**src/rtl/board_mm_master.sv**
```systemverilog
// board_mm_master: Avalon-MM master that moves a run of words between the control block's
// slave RAM and local streams, with one bus transfer outstanding at a time.
//
// A command (cmd_write, cmd_address, cmd_length) is accepted on cmd_start while idle.
//   write: each word is taken from the src stream, then written to the slave.
//   read : each word is fetched from the slave, then presented on the dst stream.
// cmd_busy is high outside IDLE; cmd_done pulses for one cycle when the run completes.
//
// Ports:
//   clk, reset                  clock, asynchronous active-low reset
//   cmd_*                       command interface (start, write, address, length, busy, done)
//   master_*                    Avalon-MM master (address, read, write, writedata, byteenable,
//                               readdata, waitrequest, readdatavalid)
//   src_data/valid/ready        write-source stream (master is the sink)
//   dst_data/valid/ready        read-result stream (master is the source)
module board_mm_master #(
    parameter int unsigned DATA_WIDTH = 32,
    parameter int unsigned ADDR_WIDTH = 15,
    parameter int unsigned LEN_WIDTH  = 15
) (
    input  logic                    clk,
    input  logic                    reset,
    input  logic                    cmd_start,
    input  logic                    cmd_write,
    input  logic [ADDR_WIDTH-1:0]   cmd_address,
    input  logic [LEN_WIDTH-1:0]    cmd_length,
    output logic                    cmd_busy,
    output logic                    cmd_done,
    output logic [ADDR_WIDTH-1:0]   master_address,
    output logic                    master_read,
    output logic                    master_write,
    output logic [DATA_WIDTH-1:0]   master_writedata,
    output logic [DATA_WIDTH/8-1:0] master_byteenable,
    input  logic [DATA_WIDTH-1:0]   master_readdata,
    input  logic                    master_waitrequest,
    input  logic                    master_readdatavalid,
    input  logic [DATA_WIDTH-1:0]   src_data,
    input  logic                    src_valid,
    output logic                    src_ready,
    output logic [DATA_WIDTH-1:0]   dst_data,
    output logic                    dst_valid,
    input  logic                    dst_ready
);

    typedef enum logic [2:0] {
        StIdle,
        StWrFetch,
        StWrReq,
        StRdReq,
        StRdWait,
        StRdPush,
        StDone
    } state_e;

    state_e                state_q, state_d;
    logic [ADDR_WIDTH-1:0] addr_q, addr_d;
    logic [LEN_WIDTH-1:0]  rem_q, rem_d;
    logic [DATA_WIDTH-1:0] wdata_q, wdata_d;
    logic [DATA_WIDTH-1:0] rdata_q, rdata_d;

    always_ff @(posedge clk or negedge reset) begin
        if (!reset) begin
            state_q <= StIdle;
            addr_q  <= '0;
            rem_q   <= '0;
            wdata_q <= '0;
            rdata_q <= '0;
        end else begin
            state_q <= state_d;
            addr_q  <= addr_d;
            rem_q   <= rem_d;
            wdata_q <= wdata_d;
            rdata_q <= rdata_d;
        end
    end

    always_comb begin
        state_d      = state_q;
        addr_d       = addr_q;
        rem_d        = rem_q;
        wdata_d      = wdata_q;
        rdata_d      = rdata_q;
        master_read  = 1'b0;
        master_write = 1'b0;
        src_ready    = 1'b0;
        dst_valid    = 1'b0;
        cmd_done     = 1'b0;

        unique case (state_q)
            StIdle: begin
                if (cmd_start) begin
                    addr_d = cmd_address;
                    rem_d  = cmd_length;
                    if (cmd_length == '0) begin
                        state_d = StDone;
                    end else if (cmd_write) begin
                        state_d = StWrFetch;
                    end else begin
                        state_d = StRdReq;
                    end
                end
            end
            StWrFetch: begin
                src_ready = 1'b1;
                if (src_valid) begin
                    wdata_d = src_data;
                    state_d = StWrReq;
                end
            end
            StWrReq: begin
                master_write = 1'b1;
                if (!master_waitrequest) begin
                    addr_d  = addr_q + ADDR_WIDTH'(1);
                    rem_d   = rem_q - LEN_WIDTH'(1);
                    state_d = (rem_q == LEN_WIDTH'(1)) ? StDone : StWrFetch;
                end
            end
            StRdReq: begin
                master_read = 1'b1;
                if (!master_waitrequest) begin
                    // A zero-latency slave returns data in the acceptance cycle itself.
                    if (master_readdatavalid) begin
                        rdata_d = master_readdata;
                        state_d = StRdPush;
                    end else begin
                        state_d = StRdWait;
                    end
                end
            end
            StRdWait: begin
                if (master_readdatavalid) begin
                    rdata_d = master_readdata;
                    state_d = StRdPush;
                end
            end
            StRdPush: begin
                dst_valid = 1'b1;
                if (dst_ready) begin
                    addr_d  = addr_q + ADDR_WIDTH'(1);
                    rem_d   = rem_q - LEN_WIDTH'(1);
                    state_d = (rem_q == LEN_WIDTH'(1)) ? StDone : StRdReq;
                end
            end
            StDone: begin
                cmd_done = 1'b1;
                state_d  = StIdle;
            end
            default: state_d = StIdle;
        endcase
    end

    assign cmd_busy          = (state_q != StIdle);
    assign master_address    = addr_q;
    assign master_writedata  = wdata_q;
    assign dst_data          = rdata_q;
    assign master_byteenable = (master_read || master_write) ? '1 : '0;

endmodule

```
**config.mk**
```make
export PLATFORM = sky130hd
export DESIGN_NAME = board_mm_master
export DESIGN_NICKNAME = d
export VERILOG_FILES = /design/src/rtl/board_mm_master.sv
export SDC_FILE = /design/constraint.sdc
export NUM_CORES = 1
export LEC_CHECK = 0
export CAP_MARGIN = 10
export CORE_MARGIN = 8
export CORE_UTILIZATION = 39
export CTS_CLUSTER_DIAMETER = 120
export DETAILED_ROUTE_END_ITERATION = 8
export HOLD_SLACK_MARGIN = 0.06
export PLACE_DENSITY = 0.75
export SLEW_MARGIN = 20
export SYNTH_ARGS = -nofsm -noshare
export SYNTH_HDL_FRONTEND = slang
export SYNTH_SLANG_ARGS = --single-unit
```
**constraint.sdc**
```tcl
create_clock -name clk -period 2.01 [get_ports clk]
set_clock_uncertainty 0.2 [all_clocks]
set_input_delay 0.402 -clock clk [delete_from_list [all_inputs] [get_ports clk]]
set_output_delay 0.402 -clock clk [all_outputs]
set_load 0.1 [all_outputs]
```
# --- Word level (Yosys, flattened, before mapping) ---
# Index checks and enable logic that the tools add are counted.
word_totals:
  output_inout_bits: 89
  register_bits: 97
  inputBits: 102
  elab_cells: 59
op_classes:
  addsub: 2
  reduce_logical: 10
  mux: 29
  n_eq_ne: 13
ops:
  columns: ["cell", "count"]
  rows:
  - ["$mux W15", 6]
  - ["$pmux W15 S3", 2]
  - ["$mux W32", 2]
  - ["$pmux W32 S2", 1]
  - ["$mux W3", 9]
  - ["$pmux W3 S6", 1]
  - ["$add A15 B1 Y15 const B", 1]
  - ["$eq A15 B1 Y1 const B", 1]
  - ["$logic_not A15 Y1", 1]
  - ["$sub A15 B1 Y15 const B", 1]
  - ["$ne A2 B2 Y1 const B", 6]
  - ["$eq A3 B3 Y1 const B", 3]
  - ["$eq A3 B2 Y1 const B", 2]
  - ["$mux W1", 6]
  - ["$reduce_and A6 Y1", 1]
  - ["$reduce_bool A3 Y1", 2]
  - ["$mux W4", 1]
  - ["$reduce_and A2 Y1", 2]
  - ["$reduce_and A4 Y1", 1]
  - ["$eq A3 B1 Y1 const B", 1]
  - ["$logic_not A3 Y1", 1]
  - ["$mux W2", 1]
  - ["$reduce_bool A2 Y1", 1]
  - ["$logic_or A1 B1 Y1", 1]

# --- Longest topological paths before layout ---
logic_depth:
  word_depth: 4
  depth_mapped: 7
  ltp_nobuf: 7

# --- Worst setup path after synthesis ---
# OpenSTA, ideal clock, no wires.
synth_path:
  path_type: "register to register"
  start: "register state_q[0]"
  end: "register wdata_q[10] (netlist: master_writedata[10])"
  setup_ps: 125
  arrival_time_ps: 3691
  period_less_slack_ps: 4017
  path_slack_ps: -2007
  n_path_buf: 3
  path_stages_with_launch: 7
  required_time_ps: 1685
  path_cell_list: "dfrtp_1 > buf_2 > nor3b_1 > and2_1 > clkbuf_2 > buf_4 > mux2_2"
synth_via:
  elab_chain_len: 2
synth_rtl:
  columns: ["element", "line_no", "source"]
  rows:
  - ["start: declaration", "55", "state_e state_q, state_d;"]
  - ["start signal: assignment", "63", "state_q <= StIdle;"]
  - ["start signal: assignment", "69", "state_q <= state_d;"]
  - ["$eq A3 B1 Y1", "89", "unique case (state_q)"]
  - ["$reduce_and A2 Y1 (no line)", null, null]
  - ["end signal: assignment", "72", "wdata_q <= wdata_d;"]
  - ["end: declaration", "58", "logic [DATA_WIDTH-1:0] wdata_q, wdata_d;"]
# No other way between the ends.
# A chain may end at the register's enable or synchronous reset.

# --- Final worst setup path ---
layout_path:
  start: "register state_q[2]"
  end: "output cmd_busy"
layout_via:
  elab_chain_len: 1
layout_rtl:
  columns: ["element", "line_no", "source"]
  rows:
  - ["$reduce_bool A3 Y1", "152", "assign cmd_busy = (state_q != StIdle);"]
  - ["end: declaration", "27", "output logic cmd_busy,"]
# No other way between the ends.

==> flow_summary.json <==
{
  "synth_ff_type": "dfrtp_1",
  "crit-reg2reg-launch": "state_q[2]$_DFFE_PN0P_",
  "slew_viol_final": 0,
  "cts.clk_slew.worst_paths_ns": 0.07,
  "path_class": "flip-flop to output pin",
  "area_growth_pct": 86.9,
  "grt_max_degree": 98,
  "netlist_area_um2": 4660,
  "setup_tns_ns": -0.125,
  "fin_area_um2": 8710,
  "cts_made_buffers": 9,
  "yosysSeqAreaShare_pct": 52.1,
  "fillers": 775,
  "max-clock-path-buffers": 2,
  "gr-usage-all-layers_pct": 19.6,
  "die_y_um": 125,
  "ys.warnings.count": 0,
  "h-tree-depth": 3,
  "drc": 0,
  "std_cell_rows": 40,
  "holdCritPathClass": "flip-flop to flip-flop",
  "core_area_um2": 11900,
  "run_status": "finished with violations",
  "cp.arrival_ns": 1.49,
  "hold_violations": 0,
  "vias": 4353,
  "finalSetupViolCount": 2,
  "stdcell_count": 808,
  "overflow": 0,
  "async_flop_share_pct": 100,
  "dieArea_um2": 15700,
  "antenna_cells": 0,
  "antenna_found_initial": 0,
  "multi_input_area_um2": 2330,
  "worstHoldStart": "rem_q[9]$_DFFE_PN0P_",
  "timing.final.crit_share_pct": 104,
  "syn-num-nets": 525,
  "cts_tree": "built",
  "place_area_um2": 8080,
  "die_w_um": 125,
  "crit_fanout": 4,
  "synth-seq-cells": 97,
  "max_cap_violations": 0,
  "layout.nets": 761,
  "max_freq_ghz": 0.478,
  "drive_gt1_share_pct": 41.9,
  "synthCells": 420,
  "violations": "negative setup slack",
  "finalCriticalPeriod_ns": 2.09,
  "wl_per_cell_um": 20.1,
  "synth.distinct_cells": 57,
  "start_util_pct": 39.3,
  "grt_pass1_wl_um": 24700,
  "dr.pass1.iters": 4,
  "crit_path_end_kind": "output pin",
  "via_per_inst": 5.39,
  "portBuffers": 190,
  "grt_pass1_vias": 4376,
  "clk_latency_ns": 0.33,
  "gp_congestion": 0.850,
  "fin_ws_ns": -0.0818,
  "drt_wl_total_um": 16200,
  "ios": 191,
  "place.detailed.hpwl_um": 11800,
  "regArea_um2": 2430,
  "cts_root_buf": "clkbuf_16",
  "postSynthAreaPerCell_um2": 11.1,
  "cp-start-kind": "flip-flop",
  "synth-edff-count": 0,
  "crit_start": "state_q[2]$_DFFE_PN0P_",
  "numClockSinks": 97,
  "rsz0062_at_grt": "yes",
  "rrSetupSlack_ns": 0.02,
  "drt-initial-drc-count": 232,
  "slew_headroom_pct": 64.9,
  "dp_slack_ns": -0.209,
  "dp.cells": 774,
  "worst_pin_slew_ns": 0.526,
  "crit_required_ns": 1.41,
  "final_antenna_net_count": 0
}
-- final timing paths --
check,to,cells after the start
min in group asynchronous,master_writedata[6]$_DFFE_PN0P_,3
min,rem_q[9]$_DFFE_PN0P_,1
max,cmd_busy,3
max reg2reg,master_address[4]$_DFFE_PN0P_,9
max in group asynchronous,master_address[11]$_DFFE_PN0P_,3
min reg2reg,rem_q[9]$_DFFE_PN0P_,1
-- registers in the layout (all words and copies together), names as in the netlist --
| register | flops |
|---|---|
| dst_data | 32 |
| master_address | 15 |
| master_writedata | 32 |
| rem_q | 15 |
| state_q | 3 |
-- cell usage after synthesis, types with 2 or more instances --
| library cell | instances | area, um^2 |
|---|---|---|
| a21oi_1 | 39 | 195 |
| a22o_1 | 2 | 17.5 |
| a22oi_1 | 5 | 37.5 |
| and2_1 | 2 | 12.5 |
| and3_1 | 3 | 18.8 |
| buf_2 | 15 | 75.1 |
| buf_4 | 8 | 60.1 |
| buf_6 | 2 | 22.5 |
| clkbuf_1 | 2 | 7.51 |
| dfrtp_1 | 97 | 2430 |
| ha_1 | 3 | 37.5 |
| inv_1 | 6 | 22.5 |
| mux2_2 | 63 | 709 |
| nand2_1 | 36 | 135 |
| nand2b_1 | 5 | 31.3 |
| nand3_1 | 7 | 35.0 |
| nand4_1 | 8 | 50.1 |
| nor2_1 | 17 | 63.8 |
| nor3_1 | 10 | 50.1 |
| nor3b_1 | 2 | 15.0 |
| nor4_1 | 6 | 37.5 |
| o211ai_1 | 2 | 15.0 |
| o21ai_0 | 28 | 140 |
| o21ai_1 | 4 | 20.0 |
| o22ai_1 | 6 | 37.5 |
| o2bb2ai_1 | 7 | 61.3 |
| o32ai_1 | 4 | 35.0 |
| or4_4 | 2 | 22.5 |
-- cell families (layout without fill, tap and decap cells) --
group	count (synthesis)	count (layout)	synth area share [%]
buf+inv	35	276	4.21
flops	97	97	52.1
compound gates	109	109	14.1
simple gates	111	111	13.1
fa+ha+maj	3	3	0.805
mux	65	65	15.7
-- layout by cell type, fill, tap and decap left out, types with 3 or more instances in the layout --
cell and n:
inv_6 3, nand4_1 8, ha_1 3, mux2_4 31, a22oi_2 4, o22ai_1 5
mux2_2 33, buf_12 96, o32ai_2 4, nor4_1 5, nor3_1 9, a21oi_2 3
o21ai_0 18, buf_4 41, nand2b_4 3, and3_1 3, o21ai_1 12, clkdlybuf4s50_1 100
nor2_1 13, dfrtp_1 95, nand3_1 7, clkbuf_16 12, inv_1 5, nand2_1 35
o2bb2ai_1 6, clkinvlp_4 3, nand2b_1 3, a21oi_1 37, buf_6 12
-- area by class of cell --
type	instances	share of cell area, %
well taps	147	2.11
inverters	7	0.431
clock inverters	7	0.589
multi-input cells	288	26.8
flip-flops and latches	97	27.9
clock buffers	9	2.59
repair buffers	253	39.6
-- through the flow --
stage	utilization, %	hold WS [ns]
final	73.4	0.342
after global routing	73.4	0.362
after CTS	71.1	0.340
after detailed placement	68.1	0.303
after global placement	68.1	0.290
after floorplan	-	-0.0936
-- routing by layer --
metal	routed length [um]	vias to the layer above	global-route usage (%)	share of wire [%]
li1	-	2007	-	-
met1	6930	2113	24.9	43
met2	7950	218	33.2	49
met3	1220	15	5.27	7.5
met4	128	0	3.51	0.79
met5	0	-	0	0
-- repair_timing --
item,4_1_cts,5_1_grt
gates cloned,0,4
buffers inserted,8,9
hold endpoints to repair,97,0
hold buffers,1,0
resized for setup,12,33
pin swaps,3,5
setup endpoints to repair,9,28
-- critical path, cell delays in order (launching register included) --
cell	delay, ns
dfrtp_1	0.42
buf_6	0.15
or3_4	0.40
buf_12	0.18
Power is not shown: default switching activity piles up to over one toggle a cycle in this logic, so the estimate is an artifact.
